### src/rtl/spi_slave_if_if.sv
// SPI pins plus the RAM-side word/read-data handshake of the SPI slave front end.
interface spi_slave_if_if;
    logic       SS_n;
    logic       MOSI;
    logic       MISO;
    logic [9:0] rx_data;
    logic       rx_valid;
    logic [7:0] tx_data;
    logic       tx_valid;

    modport master (output SS_n, MOSI, tx_data, tx_valid,
                    input  MISO, rx_data, rx_valid);
    modport slave  (input  SS_n, MOSI, tx_data, tx_valid,
                    output MISO, rx_data, rx_valid);
endinterface

### src/rtl/spi_slave_if.sv
// SPI slave: deserialises 10-bit command words for a RAM and serialises read data back on MISO.
module spi_slave_if (
    input  logic          clk,
    input  logic          rst,
    spi_slave_if_if.slave bus
);
    typedef enum logic [2:0] {IDLE, CHK_CMD, WRITE, READ_ADD, READ_DATA} state_t;

    state_t     state_q, state_d;
    logic [9:0] rx_shift;
    logic [3:0] bit_cnt;
    logic       word_done;
    logic       rd_addr_flag;
    logic       need_high;
    logic       tx_arm;
    logic [7:0] tx_shift;
    logic [3:0] tx_cnt;
    logic       data_state;
    logic       capture;

    assign data_state = (state_q == WRITE) || (state_q == READ_ADD) || (state_q == READ_DATA);
    assign capture    = data_state && (bit_cnt != 4'd9);

    always_ff @(posedge clk) begin
        if (rst) state_q <= IDLE;
        else     state_q <= state_d;
    end

    always_comb begin
        state_d = state_q;
        case (state_q)
            IDLE:    if (!bus.SS_n && !need_high) state_d = CHK_CMD;
            CHK_CMD: begin
                if (bus.SS_n)          state_d = IDLE;
                else if (!bus.MOSI)    state_d = WRITE;
                else if (rd_addr_flag) state_d = READ_DATA;
                else                   state_d = READ_ADD;
            end
            default: if (bus.SS_n) state_d = IDLE;
        endcase
    end

    // need_high keeps a frame that was live across reset from being picked up mid-stream.
    always_ff @(posedge clk) begin
        if (rst) begin
            rx_shift     <= '0;
            bit_cnt      <= '0;
            word_done    <= 1'b0;
            rd_addr_flag <= 1'b0;
            need_high    <= 1'b1;
            tx_arm       <= 1'b0;
            tx_shift     <= '0;
            tx_cnt       <= '0;
            bus.rx_data  <= '0;
            bus.rx_valid <= 1'b0;
            bus.MISO     <= 1'b0;
        end else begin
            word_done    <= 1'b0;
            bus.rx_valid <= word_done;
            if (bus.SS_n) begin
                need_high <= 1'b0;
                bit_cnt   <= '0;
                tx_arm    <= 1'b0;
                tx_shift  <= '0;
                tx_cnt    <= '0;
                bus.MISO  <= 1'b0;
            end else begin
                if (state_q == CHK_CMD) begin
                    rx_shift <= {9'd0, bus.MOSI};
                    bit_cnt  <= '0;
                end
                if (capture) begin
                    rx_shift <= {rx_shift[8:0], bus.MOSI};
                    bit_cnt  <= bit_cnt + 4'd1;
                    if (bit_cnt == 4'd8) begin
                        bus.rx_data <= {rx_shift[8:0], bus.MOSI};
                        word_done   <= 1'b1;
                        if (state_q == READ_ADD)  rd_addr_flag <= 1'b1;
                        if (state_q == READ_DATA) rd_addr_flag <= 1'b0;
                    end
                end
                // Read data may only be taken once the rx_valid pulse is out.
                if (word_done && state_q == READ_DATA) tx_arm <= 1'b1;
                if (tx_cnt != 4'd0) begin
                    bus.MISO <= tx_shift[7];
                    tx_shift <= {tx_shift[6:0], 1'b0};
                    tx_cnt   <= tx_cnt - 4'd1;
                end else begin
                    bus.MISO <= 1'b0;
                    if (tx_arm && bus.tx_valid) begin
                        tx_shift <= bus.tx_data;
                        tx_cnt   <= 4'd8;
                        tx_arm   <= 1'b0;
                    end
                end
            end
        end
    end
endmodule

### src/flat_wrapper.sv
// flat-port wrapper written by rule: the top's interface ports become plain ports
module spi_slave_if_flat 
  (clk, rst, bus_SS_n, bus_MOSI, bus_tx_data, bus_tx_valid, bus_MISO, bus_rx_data, bus_rx_valid);
  spi_slave_if_if bus_i ();
  input  logic clk;
  input  logic rst;
  input wire logic [$bits(bus_i.SS_n)-1:0] bus_SS_n;
  input wire logic [$bits(bus_i.MOSI)-1:0] bus_MOSI;
  input wire logic [$bits(bus_i.tx_data)-1:0] bus_tx_data;
  input wire logic [$bits(bus_i.tx_valid)-1:0] bus_tx_valid;
  output wire logic [$bits(bus_i.MISO)-1:0] bus_MISO;
  output wire logic [$bits(bus_i.rx_data)-1:0] bus_rx_data;
  output wire logic [$bits(bus_i.rx_valid)-1:0] bus_rx_valid;
  assign bus_i.SS_n = bus_SS_n;
  assign bus_i.MOSI = bus_MOSI;
  assign bus_i.tx_data = bus_tx_data;
  assign bus_i.tx_valid = bus_tx_valid;
  assign bus_MISO = bus_i.MISO;
  assign bus_rx_data = bus_i.rx_data;
  assign bus_rx_valid = bus_i.rx_valid;
  spi_slave_if u_core (.clk(clk), .rst(rst), .bus(bus_i));
endmodule
### config.mk
export PLATFORM = sky130hd
export DESIGN_NAME = spi_slave_if_flat
export DESIGN_NICKNAME = d
export VERILOG_FILES = /design/src/rtl/spi_slave_if_if.sv /design/src/rtl/spi_slave_if.sv /design/src/flat_wrapper.sv
export SDC_FILE = /design/constraint.sdc
export NUM_CORES = 1
export LEC_CHECK = 0
export CORE_ASPECT_RATIO = 1.2
export CORE_MARGIN = 2
export CORE_UTILIZATION = 56
export CTS_BUF_LIST = sky130_fd_sc_hd__clkbuf_2 sky130_fd_sc_hd__clkbuf_4 sky130_fd_sc_hd__clkbuf_8
export CTS_CLUSTER_DIAMETER = 40
export DETAILED_ROUTE_END_ITERATION = 8
export PLACE_DENSITY = 0.82
export SLEW_MARGIN = 20
export SYNTH_ARGS = -nofsm -noshare
export SYNTH_HDL_FRONTEND = slang
export SYNTH_SLANG_ARGS = --single-unit
### constraint.sdc
create_clock -name clk -period 1.8 [get_ports clk]
set_input_delay 0.27 -clock clk [delete_from_list [all_inputs] [get_ports clk]]
set_output_delay 0.27 -clock clk [all_outputs]
set_load 0.02 [all_outputs]
# Word level (Yosys, flattened, before mapping)
# Cells that the tools add are included.
[op_classes]
n_eq_ne = 7
bitwise_logic = 3
n_addsub = 2
n_reduce_logical = 22
n_mux = 20
[op_table]
columns = ["op", "count"]
rows = [
  ["two-way mux 9 bit", 2],
  ["two-way mux 4 bit", 4],
  ["two-way mux 8 bit", 2],
  ["two-way mux 3 bit", 5],
  ["OR reduction 3 bit", 3],
  ["equality test 3 x 2 -> 1 bit, second input constant", 2],
  ["two-way mux 1 bit", 6],
  ["one-hot mux 3 bit (2 select lines)", 1],
  ["nonzero test 2 bit", 3],
  ["adder 4 x 1 -> 4 bit, second input constant", 1],
  ["equality test 4 bit, second input constant", 1],
  ["logical AND 1 bit", 4],
  ["inequality test 4 bit, second input constant", 1],
  ["AND reduction 2 bit", 2],
  ["AND reduction 4 bit", 1],
  ["nonzero test 4 bit", 1],
  ["subtractor 4 x 1 -> 4 bit, second input constant", 1],
  ["equality test 3 x 1 -> 1 bit, second input constant", 1],
  ["equality test 3 bit, second input constant", 1],
  ["logical NOT 3 bit", 1],
  ["NOT 1 bit", 3],
  ["AND reduction 3 bit", 1],
  ["nonzero test 3 bit", 1],
  ["logical NOT 1 bit", 2],
  ["3 further kinds", 4],
]
[word_totals]
register_bits = 44
wordCells = 67
output_inout_bits = 12

# Longest topological paths before layout
[depth]
word_depth = 6
ltp_mapped = 6
ltp_nobuf = 5

# Worst setup path before layout
# OpenSTA, ideal clock, no wires.
[synth_timing]
path_kind = "register to register"
startpoint = "register u_core.bit_cnt[1]"
endpoint = "register u_core.bus.rx_data[0]"
stages_incl_launch_ff = 7
setup_time_ns = 0.121
required_ns = 1.679
arrival_ns = 1.395
setup_slack_ns = 0.284
synth_period_minus_slack_ns = 1.516
cell_sequence = "dfxtp_1 > inv_1 > ha_1 > nor4b_2 > o211ai_2 > buf_4 > mux2i_1"
[synth_between]
elab_chain_len = 3
[synth_lines]
columns = ["item", "line", "source"]
rows = [
  ["start, declared", "spi_slave_if.sv:11", "logic [3:0] bit_cnt;"],
  ["start signal, assigned", "spi_slave_if.sv:74", "bit_cnt <= bit_cnt + 4'd1;"],
  ["inequality test 4 bit", "spi_slave_if.sv:22", "assign capture = data_state && (bit_cnt != 4'd9);"],
  ["logical AND 1 bit", "spi_slave_if.sv:22", ""],
  ["AND reduction 3 bit (no source line) (*)", "n/a", ""],
  ["end signal, assigned", "spi_slave_if.sv:76", "bus.rx_data <= {rx_shift[8:0], bus.MOSI};"],
  ["end, declared", "spi_slave_if_if.sv:14", "output MISO, rx_data, rx_valid);"],
]
# Mark *: on every way between the ends. The rest lies on a longest branch, timed or not.
# A chain may end at the register's enable or synchronous reset.

# Worst setup path after layout
[layout_timing]
startpoint = "register u_core.bit_cnt[1]"
endpoint = "register u_core.rx_shift[7]"
[layout_between]
elab_chain_len = 4
[layout_lines]
columns = ["item", "line", "source"]
rows = [
  ["inequality test 4 bit (*)", "spi_slave_if.sv:22", ""],
  ["logical AND 1 bit (*)", "spi_slave_if.sv:22", ""],
  ["nonzero test 2 bit (no source line)", "n/a", ""],
  ["AND reduction 2 bit (no source line)", "n/a", ""],
  ["end signal, assigned", "spi_slave_if.sv:69", "rx_shift <= {9'd0, bus.MOSI};"],
  ["end signal, assigned", "spi_slave_if.sv:73", "rx_shift <= {rx_shift[8:0], bus.MOSI};"],
  ["end, declared", "spi_slave_if.sv:10", "logic [9:0] rx_shift;"],
]
# Marks and branches as above.

==> impl_metrics.prom <==
# TYPE chip_impl_metric gauge
chip_impl_metric{name="switchingPower",unit="W"} 0.0003844
chip_impl_metric{name="worst_r2r_path_depth",unit=""} 5
chip_impl_metric{name="cts_buffers",unit=""} 5
chip_impl_metric{name="syn_inst",unit=""} 198
chip_impl_metric{name="total_power_divided_by_cell_area",unit="nW/um^2"} 751.6
chip_impl_info{name="rsz0062_at_grt",value="false"} 1
chip_impl_info{name="worst_r2r_endpoint",value="u_core.rx_shift[7]"} 1
chip_impl_metric{name="maxSlewHeadroom",unit=""} 0.5585
chip_impl_metric{name="finalCoreUtilization",unit=""} 0.7028
chip_impl_metric{name="critical_path.max_fanout",unit=""} 9
chip_impl_info{name="ys_top_cells_by_area",value="dfxtp_1 (46%), mux2i_1 (7.3%), nand2b_1 (6.5%), a311oi_1 (3.2%), nand3_1 (3.1%)"} 1
chip_impl_metric{name="grt_pass1_vias",unit=""} 1520
chip_impl_info{name="post_synth_most_frequent_cells",value="dfxtp_1 (44), nand2b_1 (20), nand2_1 (15)"} 1
chip_impl_metric{name="synth_async_sr_flop_share",unit=""} 0
chip_impl_info{name="post-synth-top-count-cell",value="dfxtp_1"} 1
chip_impl_metric{name="p_sw_frac",unit=""} 0.2199
chip_impl_metric{name="avgViaCountPerCell",unit=""} 5.785
chip_impl_metric{name="layout_worst_path_cycle_share",unit=""} 0.9427
chip_impl_metric{name="finalWeightedCongestion",unit=""} 0.8707
chip_impl_metric{name="dr.first_iter.drc_count",unit=""} 59
chip_impl_metric{name="synthesis.area",unit="um^2"} 1917
chip_impl_metric{name="timing.max_cap.violations",unit=""} 0
chip_impl_metric{name="timing.final.hold_violations",unit=""} 0
chip_impl_metric{name="synth_top_cell_area_share",unit=""} 0.4595
chip_impl_metric{name="finalClockSkew",unit="ps"} 6.031
chip_impl_metric{name="compound_gate_fraction_of_synth_area",unit=""} 0.1580
chip_impl_metric{name="grt_max_degree",unit=""} 19
chip_impl_metric{name="cts.sink_count",unit=""} 44
chip_impl_metric{name="grt_pass1_wl",unit="mm"} 6.748
chip_impl_metric{name="power.leakage",unit="nW"} 0.8927
chip_impl_metric{name="clk_pin_slew",unit="ps"} 80
chip_impl_metric{name="timing_max_transition_violations_final",unit=""} 0
chip_impl_metric{name="edff_count_synth",unit=""} 0
chip_impl_metric{name="finish.net_count",unit=""} 243
chip_impl_info{name="critical_path.endpoint_type",value="flop"} 1
chip_impl_metric{name="die_width",unit="um"} 57.41
chip_impl_metric{name="setup_viol",unit=""} 0
chip_impl_metric{name="antenna_found_initial",unit=""} 0
chip_impl_metric{name="sum_of_net_half_perimeters_after_detailed_placement",unit="mm"} 2.993
chip_impl_metric{name="register_to_register_setup_slack",unit="ps"} 100
chip_impl_metric{name="yosysWarnings",unit=""} 0
chip_impl_metric{name="hold_ws",unit="ps"} 459.9
chip_impl_metric{name="power.share.clock",unit=""} 0.375
chip_impl_metric{name="net_count_after_synthesis",unit=""} 214
chip_impl_metric{name="drcViolationCount",unit=""} 0
chip_impl_metric{name="cts_repair_resize_count",unit=""} 0
chip_impl_info{name="ctsRootBufferMaster",value="clkbuf_8"} 1
chip_impl_metric{name="flow.area_growth_from_synthesis",unit="%"} 21.34
chip_impl_metric{name="post_cts_hold_buffer_count",unit=""} 0
chip_impl_metric{name="dr_total_vias",unit=""} 1533
chip_impl_info{name="synth_largest_area_cell",value="dfxtp_1"} 1
chip_impl_metric{name="worst-endpoint-required",unit="ps"} 1960
chip_impl_metric{name="cts-htree-levels",unit=""} 2
chip_impl_info{name="crit_end",value="u_core.rx_shift[7]"} 1
chip_impl_metric{name="cell_internal_pwr",unit="W"} 0.001364
chip_impl_info{name="r2r-start",value="u_core.bit_cnt[1]"} 1
chip_impl_metric{name="num_io_pins",unit=""} 25
chip_impl_metric{name="wl",unit="mm"} 4.066
chip_impl_metric{name="syn-mean-instance-area",unit="um^2"} 9.681
chip_impl_metric{name="synth.distinct_cells",unit=""} 45
chip_impl_metric{name="synthMuxAreaShare",unit=""} 0.07311
chip_impl_metric{name="drt-pass1-iter-count",unit=""} 4
chip_impl_metric{name="worst_ir_drop_vdd",unit="mV"} 0.7253
chip_impl_info{name="most_common_flop_cell_mapped_by_yosys",value="dfxtp_1"} 1
chip_impl_metric{name="rows",unit=""} 23
chip_impl_metric{name="die_area",unit="um^2"} 3909
chip_impl_metric{name="maxClockFrequency",unit="MHz"} 589.3
chip_impl_metric{name="power.share.combinational",unit=""} 0.058
chip_impl_info{name="status",value="finished clean"} 1
chip_impl_metric{name="n_antenna_cell",unit=""} 0
chip_impl_metric{name="yosys_register_bits",unit=""} 44
chip_impl_metric{name="portBuffers",unit=""} 24
chip_impl_metric{name="power.share.sequential",unit=""} 0.567
chip_impl_metric{name="post_route_cells_drive_above_1_share",unit=""} 0.1096
chip_impl_metric{name="worst-slew-pin-transition",unit="ps"} 659.3
chip_impl_info{name="worstSetupPathType",value="reg2reg"} 1
chip_impl_metric{name="finalWorstPathRequiredPeriod",unit="ps"} 1697
chip_impl_info{name="critPathLaunch",value="u_core.bit_cnt[1]"} 1
chip_impl_metric{name="start_util",unit=""} 0.5792
chip_impl_metric{name="grt_overflow_total",unit=""} 0
chip_impl_metric{name="worstSkewPairLatency",unit="ps"} 300
chip_impl_metric{name="grtUsageTotal",unit=""} 0.2291
chip_impl_metric{name="timing.critical_path.arrival",unit="ps"} 1850
chip_impl_info{name="start_kind",value="flop"} 1
chip_impl_metric{name="route.antenna.remaining_nets",unit=""} 0
chip_impl_metric{name="synth_fa_ha_area_frac",unit=""} 0.01958
chip_impl_metric{name="synth_xor_xnor_area_share",unit=""} 0
chip_impl_metric{name="routed_wire_length_per_instance",unit="um"} 15.34
chip_impl_metric{name="cts.repair_timing.setup_buffer_count",unit=""} 0
chip_impl_info{name="holdCritPathClass",value="reg2reg"} 1
chip_impl_metric{name="seq_area_frac_synth",unit=""} 0.4595
chip_impl_metric{name="coreArea",unit="um^2"} 3309
chip_impl_metric{name="die_h",unit="um"} 68.09
chip_impl_info{name="synth_top_family_by_area",value="simple AND/OR/NAND/NOR gates"} 1
chip_impl_metric{name="synth_simple_gate_area_frac",unit=""} 0.2474
chip_impl_info{name="hp-start",value="u_core.need_high"} 1
chip_impl_info{name="tritoncts",value="built"} 1
chip_impl_metric{name="number_of_buffers_on_the_longest_clock_path",unit=""} 2
[power groups by stage]
stage          sequential, W  clock (W)  combinational [W]
2_1_floorplan        0.00101          0          0.0000591
3_3_place_gp         0.00101          0          0.0000978
3_5_place_dp         0.00101          0           0.000101
4_1_cts             0.000991   0.000670           0.000102
5_1_grt             0.000993   0.000700           0.000110
6_report            0.000991   0.000656           0.000101
[kinds of logic after synthesis]
family	count (synthesis)
muxes	14
adders and majority gates	3
buffers and inverters	17
DFF	44
and+or+nand+nor	80
AOI/OAI and AO/OA	40
[routing by layer]
| layer | track usage | vias to the layer above | wire length (um) |
|---|---|---|---|
| met5 | 0 | - | 0 |
| met4 | 0.09302 | 0 | 65 |
| met3 | 0.06238 | 7 | 190 |
| met2 | 0.4290 | 31 | 2151 |
| met1 | 0.2414 | 725 | 1659 |
| li1 | - | 770 | - |
[state kept, by name (all words and copies together), names as in the netlist]
name	flops
u_core.bit_cnt	4
u_core.bus.MISO	1
u_core.bus.rx_data	10
u_core.bus.rx_valid	1
u_core.need_high	1
u_core.rd_addr_flag	1
u_core.rx_shift	9
u_core.state_q	3
u_core.tx_arm	1
u_core.tx_cnt	4
u_core.tx_shift	8
u_core.word_done	1
[cells in the final DEF (no fill, tap or decap), types with 2 or more instances in the layout]
master,instances
a21oi_1,7
a311oi_1,7
buf_4,9
clkbuf_8,6
clkdlybuf4s50_1,24
dfxtp_1,44
ha_1,3
inv_1,5
mux2i_1,14
nand2_1,15
nand2b_1,20
nand3_1,12
nand3b_1,3
nor2_1,12
nor2b_1,2
nor3b_1,2
o211ai_1,2
o21ai_0,2
o22ai_1,9
o31ai_1,3
[cell type report]
cell class,count,area (um^2)
Clock inverter,1,7.507
Inverter,5,18.77
Tap cell,37,46.29
Fill cell,280,983.4
Timing Repair Buffer,34,327.8
Clock buffer,7,90.09
Sequential cell,44,880.8
Multi-Input combinational cell,137,954.7
[stage by stage]
step / area [um^2] / setup WS (ps) / cells / TNS (ps) / total power [W]
final: 2326 / 103.2 / 265 / 0 / 0.001748
after CTS: 2326 / 75.63 / 265 / 0 / 0.001762
after floorplan: 1917 / 284.1 / 198 / 0 / 0.001067
after global placement: 2228 / -27.25 / 257 / -246.0 / 0.001110
after global routing: 2326 / 16.26 / 265 / 0 / 0.001803
after detailed placement: 2228 / -110.8 / 257 / -1773 / 0.001115
[worst min-delay path by stage]
stage,endpoint,slack (ps),cells after the start
after global placement,u_core.need_high,440,1
after CTS,u_core.need_high,460,1
after global routing,u_core.need_high,500,1
after floorplan,u_core.tx_shift[0],410,2
final,u_core.need_high,460,1
after detailed placement,u_core.need_high,450,1
[critical path: stages, from the launching register on]
cell and delay (ps):
dfxtp_1 380, inv_1 80, ha_1 230, and4b_1 250, o32ai_4 410, o22ai_1 200
Note: power is estimated with default switching activity, not from simulation.
